### src/rtl/commit_monitor.sv
// commit_monitor: retired-stream continuity, hang and alignment checker with counters and a PC trace FIFO.
module commit_monitor #(
  parameter int PC_WIDTH = 32,
  parameter int DEPTH    = 8,
  parameter int TIMEOUT  = 1024
) (
  input  logic                clk_i,
  input  logic                rst,
  input  logic                clear_i,
  input  logic                commit_i,
  input  logic [PC_WIDTH-1:0] commit_pc_i,
  input  logic [PC_WIDTH-1:0] commit_pre_pc_i,
  output logic                trace_valid_o,
  input  logic                trace_ready_i,
  output logic [PC_WIDTH-1:0] trace_pc_o,
  output logic [PC_WIDTH-1:0] trace_npc_o,
  output logic [31:0]         trace_seq_o,
  output logic [31:0]         retired_cnt_o,
  output logic [31:0]         cycle_cnt_o,
  output logic                err_o,
  output logic [1:0]          err_code_o,
  output logic [PC_WIDTH-1:0] err_pc_o,
  output logic                overflow_o
);
  localparam int AW = $clog2(DEPTH);
  localparam int IW = $clog2(TIMEOUT);
  localparam int EW = 2 * PC_WIDTH + 32;
  typedef enum logic [1:0] {IDLE, RUN, HALT} state_t;
  state_t              state;
  logic [EW-1:0]       mem [DEPTH];
  logic [AW:0]         wr_ptr, rd_ptr;
  logic [PC_WIDTH-1:0] exp_pc, last_pc;
  logic [IW-1:0]       idle;
  logic                empty, full, pop, acc, push, mis, brk, hang;
  assign empty = wr_ptr == rd_ptr;
  assign full  = (wr_ptr[AW] != rd_ptr[AW]) && (wr_ptr[AW-1:0] == rd_ptr[AW-1:0]);
  assign pop   = !empty && trace_ready_i;
  assign acc   = commit_i && state != HALT;
  assign push  = acc && (!full || pop);
  assign mis   = commit_pc_i[1:0] != 2'b00;
  assign brk   = state == RUN && commit_pc_i != exp_pc;
  assign hang  = state == RUN && !commit_i && idle == IW'(TIMEOUT - 1);
  assign trace_valid_o = !empty;
  assign {trace_pc_o, trace_npc_o, trace_seq_o} = empty ? '0 : mem[rd_ptr[AW-1:0]];
  always_ff @(posedge clk_i)
    if (rst && !clear_i && push) mem[wr_ptr[AW-1:0]] <= {commit_pc_i, commit_pre_pc_i, retired_cnt_o};
  always_ff @(posedge clk_i or negedge rst)
    if (!rst) begin
      state         <= IDLE;
      wr_ptr        <= '0;
      rd_ptr        <= '0;
      exp_pc        <= '0;
      last_pc       <= '0;
      idle          <= '0;
      retired_cnt_o <= '0;
      cycle_cnt_o   <= '0;
      err_o         <= 1'b0;
      err_code_o    <= 2'b00;
      err_pc_o      <= '0;
      overflow_o    <= 1'b0;
    end else if (clear_i) begin
      state         <= IDLE;
      wr_ptr        <= '0;
      rd_ptr        <= '0;
      exp_pc        <= '0;
      last_pc       <= '0;
      idle          <= '0;
      retired_cnt_o <= '0;
      cycle_cnt_o   <= '0;
      err_o         <= 1'b0;
      err_code_o    <= 2'b00;
      err_pc_o      <= '0;
      overflow_o    <= 1'b0;
    end else begin
      if (pop) rd_ptr <= rd_ptr + 1'b1;
      if (push) wr_ptr <= wr_ptr + 1'b1;
      if (acc && full && !pop) overflow_o <= 1'b1;
      if (state == RUN) cycle_cnt_o <= cycle_cnt_o + 1'b1;
      // the offending commit is still counted and traced before halting
      if (acc) begin
        retired_cnt_o <= retired_cnt_o + 1'b1;
        last_pc       <= commit_pc_i;
        exp_pc        <= commit_pre_pc_i;
        idle          <= '0;
        state         <= (mis || brk) ? HALT : RUN;
        if (mis || brk) begin
          err_o      <= 1'b1;
          err_code_o <= mis ? 2'b11 : 2'b01;
          err_pc_o   <= commit_pc_i;
        end
      end else if (hang) begin
        err_o      <= 1'b1;
        err_code_o <= 2'b10;
        err_pc_o   <= last_pc;
        state      <= HALT;
      end else if (state == RUN) idle <= idle + 1'b1;
    end
endmodule
### config.mk
export PLATFORM = sky130hd
export DESIGN_NAME = commit_monitor
export DESIGN_NICKNAME = d
export VERILOG_FILES = /design/src/rtl/commit_monitor.sv
export SDC_FILE = /design/constraint.sdc
export NUM_CORES = 1
export LEC_CHECK = 0
export ABC_AREA = 0
export ABC_CLOCK_PERIOD_IN_PS = 12300
export BUFFER_PORTS_ARGS = -buffer_cell sky130_fd_sc_hd__buf_4
export CORE_MARGIN = 3
export CORE_UTILIZATION = 25
export CTS_CLUSTER_DIAMETER = 200
export CTS_CLUSTER_SIZE = 30
export DETAILED_ROUTE_END_ITERATION = 10
export HOLD_SLACK_MARGIN = 0.05
export SLEW_MARGIN = 5
export SYNTH_ARGS = -nofsm -noshare
export SYNTH_HDL_FRONTEND = slang
export SYNTH_SLANG_ARGS = --single-unit
### constraint.sdc
create_clock -name clk_i -period 12.3 [get_ports clk_i]
set_input_delay 0.615 -clock clk_i [delete_from_list [all_inputs] [get_ports clk_i]]
set_output_delay 0.615 -clock clk_i [all_outputs]
set_load 0.05 [all_outputs]
# [Yosys cells after proc, flatten, opt, wreduce, memory -nomap -nowiden]
# Memories as Yosys holds them, arrays and structs flattened.
# Index checks and enable logic that the tools add are counted.
[word_totals] wordCells=92 in_bits=69 ff_bits=184 mem_bits_ro=0 ramBits=768 latch_bits=0 mem_count=1
[op_classes] add_sub_neg=5 n_mul=0 n_reduce_logical=28 eq_ne=9 order_cmp=0 n_mux=37 n_div=0 n_bitwise=0 shifts=0
[memory_table] memory="mem" words=8 word_bits=96 rd=1 rd_clocked_by_memory_dff=0 write_ports=1 line="30" source="logic [EW-1:0] mem [DEPTH];"
[ops] operator="two-way mux 32 bit" count=12
[ops] operator="two-way mux 96 bit" count=1
[ops] operator="adder 32 x 1 -> 32 bit (second input constant)" count=2
[ops] operator="two-way mux 10 bit" count=4
[ops] operator="!= test 32 bit" count=1
[ops] operator="two-way mux 2 bit" count=8
[ops] operator="two-way mux 4 bit" count=4
[ops] operator="nonzero test 2 bit" count=6
[ops] operator="logical AND 1 bit" count=11
[ops] operator="adder 10 x 1 -> 10 bit (second input constant)" count=1
[ops] operator="== test 10 bit (second input constant)" count=1
[ops] operator="adder 4 x 1 -> 4 bit (second input constant)" count=2
[ops] operator="two-way mux 1 bit" count=8
[ops] operator="nonzero test 3 bit" count=2
[ops] operator="zero test 1 bit" count=5
[ops] operator="== test 4 bit" count=1
[ops] operator="AND reduction 2 bit" count=2
[ops] operator="== test 3 bit" count=1
[ops] operator="!= test 3 x 2 -> 1 bit (second input constant)" count=1
[ops] operator="!= test 3 bit (second input constant)" count=1
[ops] operator="== test 2 x 1 -> 1 bit (second input constant)" count=1
[ops] operator="logical OR 1 bit" count=2
[ops] operator="!= test 2 bit (second input constant)" count=1
[ops] operator="!= test 1 bit" count=1

# [Logic depth before layout (Yosys ltp)]
# Gate-level depths: netlist of the first run.
[depth] ltp_word=8 depth_mapped=8 ltp_nobuf=6

# [Worst setup path before layout of the first run]
# OpenSTA, ideal clock, no wires.
[synth_timing] path_type="input-to-reg" start="input port commit_i" end="memory mem[0][0] in the netlist's numbering, enable pin" cell_stages=5 arrival_ps=8441 setup_ps=688 path_buffers=1 slack_ps=3171 cell_sequence="buf_2 nand2_1 nor2_1 nor4bb_1 nor3b_1"
[synth_between] elab_chain_cells=5
[synth_rtl] item="from (decl)" line="10" source="input logic commit_i,"
[synth_rtl] item="logical AND 1 bit" line="38" source="assign acc = commit_i && state != HALT;"
[synth_rtl] item="logical AND 1 bit" line="39" source="assign push = acc && (!full || pop);"
[synth_rtl] item="logical AND 1 bit" line="46" source="if (rst && !clear_i && push) mem[wr_ptr[AW-1:0]] <= {commit_pc_i, commit_pre_pc_i, retired_cnt_o};"
[synth_rtl] item="two-way mux 1 bit" line="46"
[synth_rtl] item="two-way mux 1 bit (not written as such)" line="46"
[synth_rtl] item="to (decl)" line="30"
# No other way between the ends.

# [Worst setup path after layout of the first run]
[layout_timing] start="register rd_ptr[0]" end="output port trace_pc_o[3]"
[layout_between] elab_chain_cells=2 word_cells_on_any_way=3 classes_between="eq/ne (1); mux (1); memory (1)"
[layout_rtl] item="from (decl)" line="31" source="logic [AW:0] wr_ptr, rd_ptr;"
[layout_rtl] item="from (signal assigned)" line="75" source="if (pop) rd_ptr <= rd_ptr + 1'b1;"
[layout_rtl] item="memory read (8 x 96 bit) / == test 4 bit (equally long branches)"
[layout_rtl] item="two-way mux 96 bit (*)" line="44" source="assign {trace_pc_o, trace_npc_o, trace_seq_o} = empty ? '0 : mem[rd_ptr[AW-1:0]];"
[layout_rtl] item="to (decl)" line="15" source="output logic [PC_WIDTH-1:0] trace_pc_o,"
# Every way passes the cells marked *; elsewhere a longest branch is shown, timed or not.

==> results of run 1 <==
cell type report:
| class | count | share of cell area [%] |
|---|---|---|
| Sequential cell | 952 | 62.7 |
| Clock inverter | 3 | 0.142 |
| Inverter | 16 | 0.136 |
| Multi-Input combinational cell | 1154 | 23.6 |
| Antenna cell | 8 | 0.0453 |
| Timing Repair Buffer | 305 | 5.27 |
| Tap cell | 2030 | 5.75 |
| Clock buffer | 65 | 2.38 |
how the worst max path moves through the flow:
| stage | startpoint | endpoint | depth (start not counted) |
|---|---|---|---|
| 4_1_cts | rd_ptr[0] | trace_npc_o[8] | 6 |
| 2_1_floorplan | commit_i | mem[0][0] | 5 |
| 5_1_grt | rd_ptr[0] | trace_npc_o[8] | 6 |
| 6_report | rd_ptr[0] | trace_pc_o[3] | 6 |
| 3_5_place_dp | rd_ptr[1] | mem[2][78] | 6 |
| 3_3_place_gp | rd_ptr[0] | trace_npc_o[8] | 6 |
synth_stat cells, types with 22 or more instances:
master,instances
sky130_fd_sc_hd__mux2i_1,130
sky130_fd_sc_hd__o211ai_1,31
sky130_fd_sc_hd__nor2_1,165
sky130_fd_sc_hd__xor2_1,55
sky130_fd_sc_hd__dfrtp_1,184
sky130_fd_sc_hd__xnor2_1,38
sky130_fd_sc_hd__buf_1,22
sky130_fd_sc_hd__buf_2,24
sky130_fd_sc_hd__nor4_1,23
sky130_fd_sc_hd__nand2_1,97
sky130_fd_sc_hd__nand3_1,87
sky130_fd_sc_hd__a211oi_1,33
sky130_fd_sc_hd__clkbuf_1,92
sky130_fd_sc_hd__mux4_2,192
sky130_fd_sc_hd__edfxtp_1,768
sky130_fd_sc_hd__o21ai_0,49
sky130_fd_sc_hd__a21oi_1,92
sky130_fd_sc_hd__nand4_1,55
flip-flops by register name, indices dropped and copies added, names as in the netlist, 2 cells and up:
name / flops
err_pc_o: 32
state: 2
cycle_cnt_o: 32
wr_ptr: 4
last_pc: 32
retired_cnt_o: 32
err_code_o: 2
idle: 10
rd_ptr: 4
exp_pc: 32
mem: 768
worst max-delay path, stage by stage, from the launching register on:
cell                      delay [ps]
sky130_fd_sc_hd__dfrtp_4         750
sky130_fd_sc_hd__buf_4           870
sky130_fd_sc_hd__buf_12          650
sky130_fd_sc_hd__mux4_2          600
sky130_fd_sc_hd__mux2i_1         160
sky130_fd_sc_hd__nor2_1          120
sky130_fd_sc_hd__buf_4           260
cell families after synthesis:
group,share of synthesized area (%)
AND/OR/NAND/NOR,6.52
buffers and inverters,1.73
adder cells (fa/ha/maj),0.162
flip-flops,71.5
XOR/XNOR,2.11
AO/OA/AOI/OAI,3.40
multiplexers,14.5
power groups by stage:
stage	Clock [mW]	Combinational [mW]	Sequential, mW
finish	1.62	1.50	3.56
global route	1.78	1.60	3.57
detailed placement	0	1.53	3.64
floorplan	0	0.993	3.67
CTS	1.69	1.54	3.57
global placement	0	1.53	3.63
per-stage QoR:
step / hold slack (ps) / util [%] / instance area [sq um] / setup WS (ps) / total power [mW]
detailed placement: 531 / 28.2 / 43000 / 7740 / 5.17
global placement: 526 / 28.2 / 43000 / 7820 / 5.16
floorplan: 319 / - / 38700 / 3170 / 4.66
CTS: 144 / 28.9 / 44100 / 7090 / 6.79
global route: 169 / 28.9 / 44200 / 6900 / 6.95
finish: 207 / 28.9 / 44200 / 7340 / 6.68
repair_timing:
| item | in CTS | in global routing |
|---|---|---|
| hold buffers | 1 | 0 |
| hold endpoints to repair | 71 | 0 |
| resized for setup | 0 | 0 |
cells in the final DEF (no fill, tap or decap), types with 3 or more instances in the layout:
| master | synthesis | layout |
|---|---|---|
| sky130_fd_sc_hd__o31ai_1 | 6 | 6 |
| sky130_fd_sc_hd__or3_1 | 11 | 11 |
| sky130_fd_sc_hd__or4_1 | 8 | 8 |
| sky130_fd_sc_hd__xor2_1 | 55 | 55 |
| sky130_fd_sc_hd__nand3_1 | 87 | 87 |
| sky130_fd_sc_hd__and2_1 | 7 | 7 |
| sky130_fd_sc_hd__mux2i_1 | 130 | 130 |
| sky130_fd_sc_hd__and3_1 | 10 | 10 |
| sky130_fd_sc_hd__a21oi_1 | 92 | 92 |
| sky130_fd_sc_hd__nor2_1 | 165 | 163 |
| sky130_fd_sc_hd__xnor2_1 | 38 | 38 |
| sky130_fd_sc_hd__o21ai_0 | 49 | 49 |
| sky130_fd_sc_hd__dfrtp_1 | 184 | 181 |
| sky130_fd_sc_hd__nor3b_2 | 0 | 3 |
| sky130_fd_sc_hd__o211ai_1 | 31 | 31 |
| sky130_fd_sc_hd__buf_4 | 4 | 300 |
| sky130_fd_sc_hd__mux4_2 | 192 | 192 |
| sky130_fd_sc_hd__a211oi_1 | 33 | 33 |
| sky130_fd_sc_hd__clkbuf_1 | 92 | 27 |
| sky130_fd_sc_hd__nor4_1 | 23 | 23 |
| sky130_fd_sc_hd__dfrtp_4 | 0 | 3 |
| sky130_fd_sc_hd__inv_1 | 16 | 16 |
| sky130_fd_sc_hd__clkbuf_16 | 0 | 38 |
| sky130_fd_sc_hd__and4_1 | 10 | 9 |
| sky130_fd_sc_hd__nand4_1 | 55 | 55 |
| sky130_fd_sc_hd__nor3_1 | 16 | 14 |
| sky130_fd_sc_hd__ha_1 | 5 | 5 |
| sky130_fd_sc_hd__nand2_1 | 97 | 96 |
| sky130_fd_sc_hd__edfxtp_1 | 768 | 768 |
| sky130_fd_sc_hd__diode_2 | 0 | 8 |
| sky130_fd_sc_hd__a31o_2 | 3 | 3 |
metal layers:
layer / vias to the layer above / global-route usage (%) / wire length [microns]
li1: 9268 / - / -
met1: 11164 / 18.7 / 48700
met2: 427 / 21.0 / 50600
met3: 86 / 2.09 / 5060
met4: 2 / 2.96 / 2070
met5: - / 0 / 17
==> impl_metrics.csv, run 1 <==
group,metric,value,unit
outcome,outcome,"finished clean",
pwr,power_switching,2.06,mW
sta,rsz0062_at_grt,"false",
finish,number_of_filler_instances_in_the_final_layout,15218,
sta,tns,0,ps
pwr,pwr_density_cell,151,nW/um^2
pwr,ir_drop,0.0895,mV
setup_path,reg2regPathDepth,6,
sta,period_minus_slack,4960,ps
die,fp-row-count,143,
die,floorplan.initialDensity,25.3,%
pwr,p_sw_share,30.8,%
logic_synthesis,yosys.area.top_type,"sky130_fd_sc_hd__edfxtp_1",
clock_tree,numCtsBuffers,38,
logic_synthesis,asyncSetResetFlopFracSynth,19.3,%
logic_synthesis,syn_area_per_cell,17.1,sq um
pwr,static_leak,14.0,nW
finish,area_of_the_multi_input_gates,10400,sq um
global_routing,grt_overflow_total,0,
logic_synthesis,post_synth_edffs,768,
global_routing,grt_pass1_wl,154000,microns
sta,max_freq,202,MHz
routing,wl_per_cell,23.5,microns
global_routing,first_global_vias,21161,
routing,first_pass_iters,5,
setup_path,reg2reg_setup_slack,7860,ps
pwr,intPower,4.62,mW
routing,route.antenna.remaining_nets,0,
clock_tree,clockBufferDepth,3,
sta,post-route-period-util,40.3,%
pwr,p_clk_share,24.2,%
global_routing,grt_antenna_before_repair,11,
logic_synthesis,ys_types,53,
clock_tree,insertion_delay,650,ps
die,die_h,399,microns
logic_synthesis,synth-seq-cells,952,
die,design.portCount,266,
pwr,combPwrFrac,22.5,%
finish,final_cells,4533,
clock_tree,clk_root_buffer_cell,"sky130_fd_sc_hd__clkbuf_16",
clock_tree,ctsHtreeMaxLevel,2,
job,drv.max_cap_violation_count,0,
routing,routed_wl,106000,microns
sta,finalMaxSlewViolations,0,
logic_synthesis,syn_area,38700,sq um
routing,dr_total_vias,20947,
setup_path,critical_path.max_fanout,96,
clock_tree,tritoncts,"built",
sta,max-slew-margin-rel,23.5,%
global_routing,global_route.usage.total,13.1,%
logic_synthesis,synth_nets,2342,
die,core_region_area,153000,sq um
sta,worstMarginPinSlew,1150,ps
setup_path,crit_path_end_kind,"output port",
finish,post_route_cells_drive_above_1_share,22.7,%
setup_path,timing_worst_setup_path_type,"reg2out",
placed_design,gp_routability_congestion,0.732,
die,design.die.area,159000,sq um
finish,syn2layout_area_growth,14.2,%
logic_synthesis,proportion_of_synthesized_chip_area_in_sequential_cells,71.5,%
placed_design,detailedPlacementHpwl,63000,microns
setup_path,crit-reg2reg-launch,"rd_ptr[1]",
global_routing,pin_count_of_the_biggest_net_entering_global_routing,148,
placed_design,buffer_ports.inserted,265,
setup_path,cp_data_arrival_time,4350,ps
routing,dr.first_iter.drc_count,1871,
setup_path,startpoint_type,"flop",
logic_synthesis,synthCells,2268,
clock_tree,post_cts.repair.setup_buffers,0,
routing,vias_per_cell,4.62,
sta,timing.final.hold_violations,0,
logic_synthesis,synth.area.top_cells,"sky130_fd_sc_hd__edfxtp_1, sky130_fd_sc_hd__dfrtp_1, sky130_fd_sc_hd__mux4_2, sky130_fd_sc_hd__mux2i_1, sky130_fd_sc_hd__nor2_1",
hold_path,worstHoldStart,"commit_pre_pc_i[27]",
pwr,seq_power_share,53.3,%
die,die_w,399,microns
setup_path,critPathRequiredTime,11690,ps
finish,num-nets-final,2541,
hold_path,worst_hold_path_type,"in2reg",
finish,seqCellArea,27700,sq um
clock_tree,clkSlewWorstSetupHoldPaths,130,ps
logic_synthesis,yosys.area.top_type_share,59.6,%
setup_path,reg2reg_to,"mem[2][64]",
logic_synthesis,yosys_warnings,0,
sta,skew,39.2,ps
placed_design,post_placement_cell_count,4456,
routing,drc,0,
hold_path,worst_hold_path.endpoint,"mem[3][59]",
sta,setup-violations-final,0,
hold_path,whs_path_depth,1,
clock_tree,clock_sinks,952,
logic_synthesis,ys.flop_type,"sky130_fd_sc_hd__edfxtp_1",
No activity file was read; power rests on OpenSTA's default activity.
==> run 2: changes to the inputs <==
ABC_CLOCK_PERIOD_IN_PS = 4700   (was 12300)
clock period = 4.7 ns   (was 12.3 ns; I/O delays follow)
==> impl_metrics.csv, run 2 (same netlist as run 1, synthesis figures left out) <==
group,metric,value,unit
clock_tree,ctsHtreeMaxLevel,2,
setup_path,reg2regPathDepth,6,
setup_path,crit-reg2reg-launch,"rd_ptr[1]",
pwr,combPwrFrac,23.2,%
hold_path,whs_path_depth,2,
sta,skew,30.4,ps
setup_path,cp_data_arrival_time,3420,ps
global_routing,grt_overflow_total,0,
setup_path,reg2reg_setup_slack,1320,ps
die,fp-row-count,143,
finish,stdcell_area,45000,sq um
setup_path,critical_path.max_fanout,60,
global_routing,grt_pass1_wl,153000,microns
routing,route.antenna.remaining_nets,0,
routing,routed_wl,104000,microns
global_routing,pin_count_of_the_biggest_net_entering_global_routing,108,
pwr,p_sw_share,30.5,%
die,design.portCount,266,
clock_tree,tritoncts,"built",
sta,final_critical_path_setup_slack,1050,ps
placed_design,placement.cell_area,43200,sq um
finish,num-nets-final,2610,
pwr,power_switching,5.36,mW
clock_tree,clkSlewWorstSetupHoldPaths,120,ps
routing,wl_per_cell,22.7,microns
setup_path,critPathRequiredTime,4470,ps
die,floorplan.initialDensity,25.3,%
finish,final_cells,4598,
finish,syn2layout_area_growth,16.4,%
die,die_w,399,microns
setup_path,crit_path_end_kind,"output port",
global_routing,global_route.usage.total,12.9,%
pwr,static_leak,14.3,nW
sta,period_minus_slack,3650,ps
job,drv.max_cap_violation_count,0,
setup_path,startpoint_type,"flop",
finish,area_of_the_multi_input_gates,10400,sq um
setup_path,crit_start,"rd_ptr[1]",
clock_tree,clk_root_buffer_cell,"sky130_fd_sc_hd__clkbuf_16",
routing,first_pass_iters,5,
die,design.die.area,159000,sq um
pwr,intPower,12.2,mW
routing,dr.first_iter.drc_count,1868,
pwr,seq_power_share,53.0,%
sta,finalMaxSlewViolations,0,
global_routing,first_global_vias,21363,
finish,post_route_cells_drive_above_1_share,22.4,%
finish,seqCellArea,27700,sq um
sta,setup-violations-final,0,
setup_path,reg2reg_to,"mem[2][27]",
sta,worstMarginPinSlew,1190,ps
setup_path,timing_worst_setup_path_type,"reg2out",
clock_tree,numCtsBuffers,37,
die,core_region_area,153000,sq um
routing,dr_total_vias,21190,
routing,vias_per_cell,4.61,
clock_tree,clockBufferDepth,3,
pwr,pwr_density_cell,391,nW/um^2
sta,max_freq,274,MHz
die,die_h,399,microns
global_routing,grt_antenna_before_repair,5,
outcome,outcome,"finished clean",
placed_design,dp_worst_setup_slack,1330,ps
placed_design,gp_routability_congestion,0.742,
sta,timing.final.hold_violations,0,
placed_design,detailedPlacementHpwl,64700,microns
routing,drc,0,
finish,top_library_cells_by_usage_in_the_layout_fill_and_taps_aside,"sky130_fd_sc_hd__edfxtp_1, sky130_fd_sc_hd__buf_4, sky130_fd_sc_hd__mux4_2",
setup_path,timing_endpoint_of_the_critical_path,"trace_pc_o[22]",
clock_tree,insertion_delay,630,ps
sta,max-slew-margin-rel,20.7,%
finish,number_of_filler_instances_in_the_final_layout,15214,
finish,final_common_cell,"sky130_fd_sc_hd__edfxtp_1",
sta,post-route-period-util,77.7,%
clock_tree,cts_resized,0,
clock_tree,clock_sinks,952,
placed_design,buffer_ports.inserted,265,
clock_tree,post_cts.repair.setup_buffers,0,
pwr,p_clk_share,23.7,%
hold_path,worst_hold_path_type,"in2reg",
placed_design,post_placement_cell_count,4462,
finish,largest_register_ffs,768,
pwr,ir_drop,0.313,mV
sta,rsz0062_at_grt,"false",
[run 2: how the worst min path moves through the flow]
stage / from / endpoint / slack [ps]
after floorplan: rst / cycle_cnt_o[0] / -60
after global placement: rst / err_pc_o[18] / 240
after detailed placement: rst / err_pc_o[18] / 250
after CTS: clear_i / last_pc[29] / 60
after global routing: clear_i / last_pc[24] / 90
final: clear_i / last_pc[29] / 90
[run 2: final cells by class]
class                           instances  area share, %
Sequential cell                       952           61.5
Timing Repair Buffer                  375           6.95
Clock buffer                           65           2.39
Antenna cell                            3         0.0167
Clock inverter                          3          0.147
Tap cell                             2030           5.64
Inverter                               16          0.133
Multi-Input combinational cell       1154           23.2
[run 2: per-layer routing]
metal / vias to the layer above / GRT usage [%] / routed length (microns)
li1: 9392 / - / -
met1: 11159 / 17.8 / 46100
met2: 536 / 20.4 / 48600
met3: 101 / 2.76 / 6590
met4: 2 / 3.43 / 2850
met5: - / 0 / 14
[run 2: power by group through the flow]
stage	Sequential, mW	Combinational [mW]	Clock, mW
floorplan	9.60	2.60	0
global placement	9.51	4.12	0
detailed placement	9.51	4.13	0
CTS	9.33	4.19	4.31
global route	9.35	4.35	4.59
finish	9.32	4.08	4.17
[run 2: repair_timing]
action,4_1_cts,5_1_grt
endpoints found under the hold margin,626,0
hold buffers,65,0
endpoints found under the setup margin,0,0
[run 2: critical path: stages, from the launching register on]
cell	delay [ps]
sky130_fd_sc_hd__dfrtp_4	750
sky130_fd_sc_hd__buf_4	780
sky130_fd_sc_hd__mux4_2	360
sky130_fd_sc_hd__mux2i_1	70
sky130_fd_sc_hd__nor2_1	470
sky130_fd_sc_hd__buf_4	300
[run 2: through the flow]
step                      hold WS, ps  total power [mW]  setup TNS (ps)  util (%)
final                            91.3              17.6               0      29.5
after global routing             88.0              18.3               0      29.4
after CTS                        62.0              17.8               0      29.4
after detailed placement          245              13.6               0      28.3
after global placement            245              13.6               0      28.3
after floorplan                 -60.6              12.2         -360710         -
